<file path="config.mk">
export PLATFORM = sky130hd
export DESIGN_NAME = text_console_writer
export DESIGN_NICKNAME = d
export VERILOG_FILES = /design/src/rtl/console_pkg.sv /design/src/rtl/text_console_writer.sv
export SDC_FILE = /design/constraint.sdc
export NUM_CORES = 1
export LEC_CHECK = 0
export BUFFER_PORTS_ARGS = -buffer_cell sky130_fd_sc_hd__buf_2
export CORE_ASPECT_RATIO = 0.6
export CORE_MARGIN = 2
export CORE_UTILIZATION = 51
export DETAILED_ROUTE_END_ITERATION = 16
export PLACE_DENSITY = 0.73
export SETUP_SLACK_MARGIN = 0.4
export SLEW_MARGIN = 20
export SYNTH_ARGS = -nofsm -noshare
export SYNTH_HDL_FRONTEND = slang
export SYNTH_SLANG_ARGS = --single-unit
export TNS_END_PERCENT = 30
</file>
<file path="constraint.sdc">
create_clock -name i_clk -period 2.9 [get_ports i_clk]
set_clock_uncertainty 0.05 [all_clocks]
set_input_delay 0.145 -clock i_clk [delete_from_list [all_inputs] [get_ports i_clk]]
set_output_delay 0.145 -clock i_clk [all_outputs]
set_load 0.05 [all_outputs]
</file>
<file path="src/rtl/console_pkg.sv">
// Control codes, default blank code and controller states for the text console writer.
package console_pkg;

   localparam logic [7:0] CH_BS          = 8'h08;
   localparam logic [7:0] CH_LF          = 8'h0A;
   localparam logic [7:0] CH_FF          = 8'h0C;
   localparam logic [7:0] CH_CR          = 8'h0D;
   localparam logic [7:0] DEF_BLANK_CHAR = 8'h20;

   typedef enum logic [1:0] {
      CLEAR_ALL,
      IDLE,
      CLEAR_LINE
   } state_t;

endpackage

</file>
<file path="src/rtl/text_console_writer.sv">
// Producer side of the text-mode video path: consumes a byte stream, tracks the
// cursor and writes character codes into the external dual-port character RAM.
module text_console_writer
   import console_pkg::*;
#(
   parameter int unsigned                      COLS       = 160,
   parameter int unsigned                      ROWS       = 45,
   parameter int unsigned                      NUM_CHAR   = 256,
   parameter logic [$clog2(NUM_CHAR)-1:0]      BLANK_CHAR = DEF_BLANK_CHAR
)(
   input  logic                             i_clk,
   input  logic                             i_rst_n,
   input  logic [$clog2(NUM_CHAR)-1:0]      i_data,
   input  logic                             i_valid,
   output logic                             o_ready,
   output logic                             o_wr_en,
   output logic [$clog2(COLS*ROWS)-1:0]     o_wr_addr,
   output logic [$clog2(NUM_CHAR)-1:0]      o_wr_data,
   output logic [$clog2(COLS)-1:0]          o_cursor_col,
   output logic [$clog2(ROWS)-1:0]          o_cursor_row,
   output logic                             o_busy
);

   localparam int unsigned DW = $clog2(NUM_CHAR);
   localparam int unsigned AW = $clog2(COLS*ROWS);
   localparam int unsigned CW = $clog2(COLS);
   localparam int unsigned RW = $clog2(ROWS);

   localparam logic [AW-1:0] LAST_ADDR = AW'(COLS*ROWS-1);
   localparam logic [AW-1:0] COLS_A    = AW'(COLS);
   localparam logic [CW-1:0] LAST_COL  = CW'(COLS-1);
   localparam logic [RW-1:0] LAST_ROW  = RW'(ROWS-1);

   localparam logic [DW-1:0] W_BS = DW'(CH_BS);
   localparam logic [DW-1:0] W_LF = DW'(CH_LF);
   localparam logic [DW-1:0] W_FF = DW'(CH_FF);
   localparam logic [DW-1:0] W_CR = DW'(CH_CR);

   state_t          r_state;
   logic            r_started;
   logic [CW-1:0]   r_col;
   logic [RW-1:0]   r_row;
   logic [AW-1:0]   r_row_base;
   logic [AW-1:0]   r_clr_addr;
   logic [AW-1:0]   r_clr_end;
   logic            r_wr_en;
   logic [AW-1:0]   r_wr_addr;
   logic [DW-1:0]   r_wr_data;

   logic            w_last_row;
   logic [RW-1:0]   w_next_row;
   logic [AW-1:0]   w_next_base;
   logic [AW-1:0]   w_cur_addr;

   // Next-row position and RAM address of the cursor; row_base replaces row*COLS.
   always_comb begin
      w_last_row  = (r_row == LAST_ROW);
      w_next_row  = w_last_row ? '0 : r_row + RW'(1);
      w_next_base = w_last_row ? '0 : r_row_base + COLS_A;
      w_cur_addr  = r_row_base + AW'(r_col);
   end

   // Controller: clear sequencing, byte decoding, cursor tracking and registered write port.
   always_ff @(posedge i_clk or negedge i_rst_n) begin
      if (!i_rst_n) begin
         r_state    <= CLEAR_ALL;
         r_started  <= 1'b0;
         r_col      <= '0;
         r_row      <= '0;
         r_row_base <= '0;
         r_clr_addr <= '0;
         r_clr_end  <= LAST_ADDR;
         r_wr_en    <= 1'b0;
         r_wr_addr  <= '0;
         r_wr_data  <= '0;
      end else begin
         r_started <= 1'b1;
         r_wr_en   <= 1'b0;
         case (r_state)
            CLEAR_ALL: begin
               r_wr_en   <= 1'b1;
               r_wr_addr <= r_clr_addr;
               r_wr_data <= BLANK_CHAR;
               if (r_clr_addr == r_clr_end) begin
                  r_state    <= IDLE;
                  r_col      <= '0;
                  r_row      <= '0;
                  r_row_base <= '0;
               end else begin
                  r_clr_addr <= r_clr_addr + AW'(1);
               end
            end
            CLEAR_LINE: begin
               r_wr_en   <= 1'b1;
               r_wr_addr <= r_clr_addr;
               r_wr_data <= BLANK_CHAR;
               if (r_clr_addr == r_clr_end) begin
                  r_state <= IDLE;
               end else begin
                  r_clr_addr <= r_clr_addr + AW'(1);
               end
            end
            IDLE: begin
               if (i_valid) begin
                  case (i_data)
                     W_LF: begin
                        r_col      <= '0;
                        r_row      <= w_next_row;
                        r_row_base <= w_next_base;
                        r_clr_addr <= w_next_base;
                        r_clr_end  <= w_next_base + COLS_A - AW'(1);
                        r_state    <= CLEAR_LINE;
                     end
                     W_CR: begin
                        r_col <= '0;
                     end
                     W_BS: begin
                        if (r_col != '0) begin
                           r_col     <= r_col - CW'(1);
                           r_wr_en   <= 1'b1;
                           r_wr_addr <= w_cur_addr - AW'(1);
                           r_wr_data <= BLANK_CHAR;
                        end
                     end
                     W_FF: begin
                        r_clr_addr <= '0;
                        r_clr_end  <= LAST_ADDR;
                        r_state    <= CLEAR_ALL;
                     end
                     default: begin
                        r_wr_en   <= 1'b1;
                        r_wr_addr <= w_cur_addr;
                        r_wr_data <= i_data;
                        if (r_col == LAST_COL) begin
                           r_col      <= '0;
                           r_row      <= w_next_row;
                           r_row_base <= w_next_base;
                           r_clr_addr <= w_next_base;
                           r_clr_end  <= w_next_base + COLS_A - AW'(1);
                           r_state    <= CLEAR_LINE;
                        end else begin
                           r_col <= r_col + CW'(1);
                        end
                     end
                  endcase
               end
            end
            default: begin
               r_state    <= CLEAR_ALL;
               r_clr_addr <= '0;
               r_clr_end  <= LAST_ADDR;
            end
         endcase
      end
   end

   assign o_ready      = (r_state == IDLE);
   assign o_busy       = r_started && (r_state != IDLE);
   assign o_wr_en      = r_wr_en;
   assign o_wr_addr    = r_wr_addr;
   assign o_wr_data    = r_wr_data;
   assign o_cursor_col = r_col;
   assign o_cursor_row = r_row;

endmodule

</file>
==> flow_metrics.py <==
metrics = {
    "worst_setup_path": {
        "cp.arrival_ns": 2.92,
        "cp-end-kind": "flip-flop",
        "reg2reg_depth": 11,
        "crit_start": "o_cursor_col[0]",
        "r2r-end": "o_wr_addr[9]",
        "timing.rr.start": "o_cursor_col[0]",
        "worstPathMaxFanout": 3,
        "rrSetupSlack_ns": 0.13,
        "crit_end": "o_wr_addr[9]",
        "crit_type": "reg2reg",
        "start_kind": "flip-flop",
        "crit_required_ns": 3.05,
    },
    "sta": {
        "maxSlewViolCount": 0,
        "timing.final.crit_share_pct": 95.46,
        "max_freq_mhz": 361.2,
        "rsz0062_at_grt": "yes",
        "final-hold-violation-count": 0,
        "tns_ns": 0,
        "relSlewSlack_pct": 55.73,
        "tightest_slew_ns": 0.6571,
        "holdWs_ns": 0.008659,
        "setup_viol_count_final": 0,
        "layout_min_cycle_time_ns": 2.768,
    },
    "route": {
        "wl_per_cell_um": 18.69,
        "totalWireLength_um": 15920,
        "detail-route-antenna-nets": 0,
        "drt-vias-per-instance": 6.059,
        "drc_errors": 0,
        "dr.pass1.iters": 5,
        "routed-via-count": 5162,
        "first_iter_violations": 548,
    },
    "floorplan": {
        "die_x_um": 134.1,
        "dieArea_um2": 11010,
        "top_level_ports": 49,
        "die-height_um": 82.08,
        "num_rows": 28,
        "start_util_pct": 52.44,
        "core_um2": 9879,
    },
    "synth": {
        "async_flop_share_pct": 100.0,
        "ys_seq_area_share_pct": 37.87,
        "ys_seq_elements": 78,
        "synth_edf_count": 0,
        "synthAdderAreaFrac_pct": 4.250,
        "synth.avg_cell_area_um2": 8.343,
        "synth_top_family_by_area": "simple AND/OR/NAND/NOR gates",
        "syn_area_um2": 5181,
        "syn_nets": 649,
        "synth_top_area_share_pct": 33.81,
        "synth-simple-area-share_pct": 24.22,
        "synth_area_leaders": "dfrtp_1 34%, nand2_1 6.1%, xnor2_1 5.2%",
        "synth_top_area_cell": "dfrtp_1",
        "yosys_warnings": 0,
        "synth_cells": 621,
        "synthFlopType": "dfrtp_1",
        "ys_types": 70,
        "synth_compound_area_share_pct": 19.17,
        "synth_xor_area_share_pct": 9.297,
        "synth_mux_area_share_pct": 0.1932,
    },
    "global_route": {
        "grt_max_degree": 79,
        "grt_remaining_overflow": 0,
        "grt_usage_pct": 29.99,
        "antenna_found_initial": 0,
        "grt_pass1_vias": 4633,
        "grt_pass1_wl_um": 25160,
    },
    "placement": {
        "dpl.hpwl_um": 11080,
        "gp_congestion": 0.9399,
        "portBuffers": 48,
    },
    "cts": {
        "cts_tree": "built",
        "clkTransAtPathRegs_ns": 0.06,
        "cts_htree_levels": 3,
        "clock-sinks": 78,
        "clockBufferDepth": 2,
        "clockRootBuffer": "clkbuf_16",
        "cts_buffers": 9,
        "clk_latency_ns": 0.34,
    },
    "layout": {
        "nNetsFinal": 741,
        "layout.cells.most_common_list": "82 x nand2_1, 63 x buf_4, 62 x dfrtp_1",
        "drive_above_1_share_pct": 27.89,
        "syn_to_final_growth_pct": 24.85,
        "final_common_cell": "nand2_1",
        "antenna_cells": 0,
    },
    "power": {
        "p_clk_share_pct": 16.6,
        "power.density_nw_per_um2": 1052,
        "p_sw_mw": 3.262,
        "internal_power_mw": 3.546,
        "seqPwrFrac_pct": 28.6,
        "ir_drop_mv": 0.5334,
        "cellLeakagePower_nw": 2.894,
        "power_frac_comb_pct": 54.8,
        "sw_frac_of_total_pct": 47.92,
    },
    "outcome": {
        "outcome": "completed",
    },
    "run": {
        "max_cap_viol_count": 0,
    },
    "hold_path": {
        "min_path_type": "in2reg",
        "holdPathStages": 3,
        "worstHoldStart": "i_data[7]",
    },
}
[cells in the mapped netlist, types with 5 or more instances]
cell type and instances:
a21oi_1 42, xnor2_1 31, and2_1 8, a21o_1 6
a22oi_1 7, clkbuf_1 20, buf_2 6, o31ai_1 5
o21ai_1 8, nand2_1 84, or3_1 7, o21ai_0 48
dfstp_2 8, nand3_1 33, ha_1 16, nor2_1 61
and3_1 8, dfrtp_1 70, inv_1 15, nand4_1 10
xor2_1 24, nor3_1 13, a31oi_1 6
[state kept, by name (all words and copies together) (netlist names)]
register / count
o_wr_addr: 13
r_clr_addr: 13
r_clr_end: 13
r_row_base: 13
o_cursor_col: 8
o_wr_data: 8
o_cursor_row: 6
r_state: 2
o_wr_en: 1
r_started: 1
[cell type report]
| class | instances | area [um^2] |
|---|---|---|
| Clock buffer | 10 | 239.0 |
| Clock inverter | 5 | 50.05 |
| Fill cell | 835 | 3411 |
| Inverter | 16 | 67.56 |
| Multi-Input combinational cell | 493 | 3191 |
| Sequential cell | 78 | 1974 |
| Tap cell | 135 | 168.9 |
| Timing Repair Buffer | 115 | 778.2 |
[how the worst min path moves through the flow]
| stage | to | slack (ns) |
|---|---|---|
| 2_1_floorplan | o_cursor_col[1] | -0.20 |
| 3_3_place_gp | o_cursor_col[4] | 0.32 |
| 3_5_place_dp | o_cursor_col[4] | 0.33 |
| 4_1_cts | o_wr_data[7] | 0.0001 |
| 5_1_grt | o_wr_data[7] | 0.02 |
| 6_report | o_wr_data[7] | 0.009 |
[kinds of logic after synthesis]
kind of cell             count (synthesis)
AND/OR/NAND/NOR                        257
AO/OA/AOI/OAI                          160
flip-flops                              78
XOR/XNOR                                55
buffers and inverters                   52
adder cells (fa/ha/maj)                 17
other                                    1
multiplexers                             1
[power by group through the flow]
stage          Sequential (mW)  Combinational, mW  Clock [mW]
2_1_floorplan             2.34               1.92           0
3_3_place_gp              1.94               3.20           0
3_5_place_dp              1.95               3.27           0
4_1_cts                   1.92               3.52        1.14
5_1_grt                   1.99               3.99        1.19
6_report                  1.94               3.73        1.13
[metrics by stage]
step           power (mW)  utilization (%)  instances  setup WS [ns]  cell area [um^2]
2_1_floorplan       4.258                -        621         0.1999              5255
3_3_place_gp        5.137            57.56        797         0.1205              5687
3_5_place_dp        5.216            57.56        797        0.07044              5687
4_1_cts             6.578            63.40        838         0.1830              6264
5_1_grt             7.164            65.48        852        0.06844              6469
6_report            6.808            65.48        852         0.1317              6469
[routing by layer]
metal  wire (um)  vias to the layer above  share of wire, %  track usage [%]
met5           0                        -                 0                0
met1        7447                     2475                47            45.36
met2        6444                      292                40            41.95
li1            -                     2377                 -                -
met4         161                        0               1.0            6.842
met3        1869                       18                12            8.704
[critical path, stage by stage (launching register included)]
cell and delay, ns:
dfrtp_4 0.49, ha_4 0.18, fa_2 0.38, buf_4 0.16, xnor2_2 0.21, and3_1 0.22, nand2_1 0.10, and3b_2 0.27
nand3_2 0.10, nor2_2 0.14, xor2_1 0.20, o221ai_1 0.13
[repair_timing]
action	4_1_cts	5_1_grt
endpoints found under the hold margin	71	0
pin swaps	22	5
setup buffers	23	12
hold buffers	2	0
endpoints found under the setup margin	55	73
gates resized for setup	21	24
cloned	1	1
(Power assumes the default switching activity.)
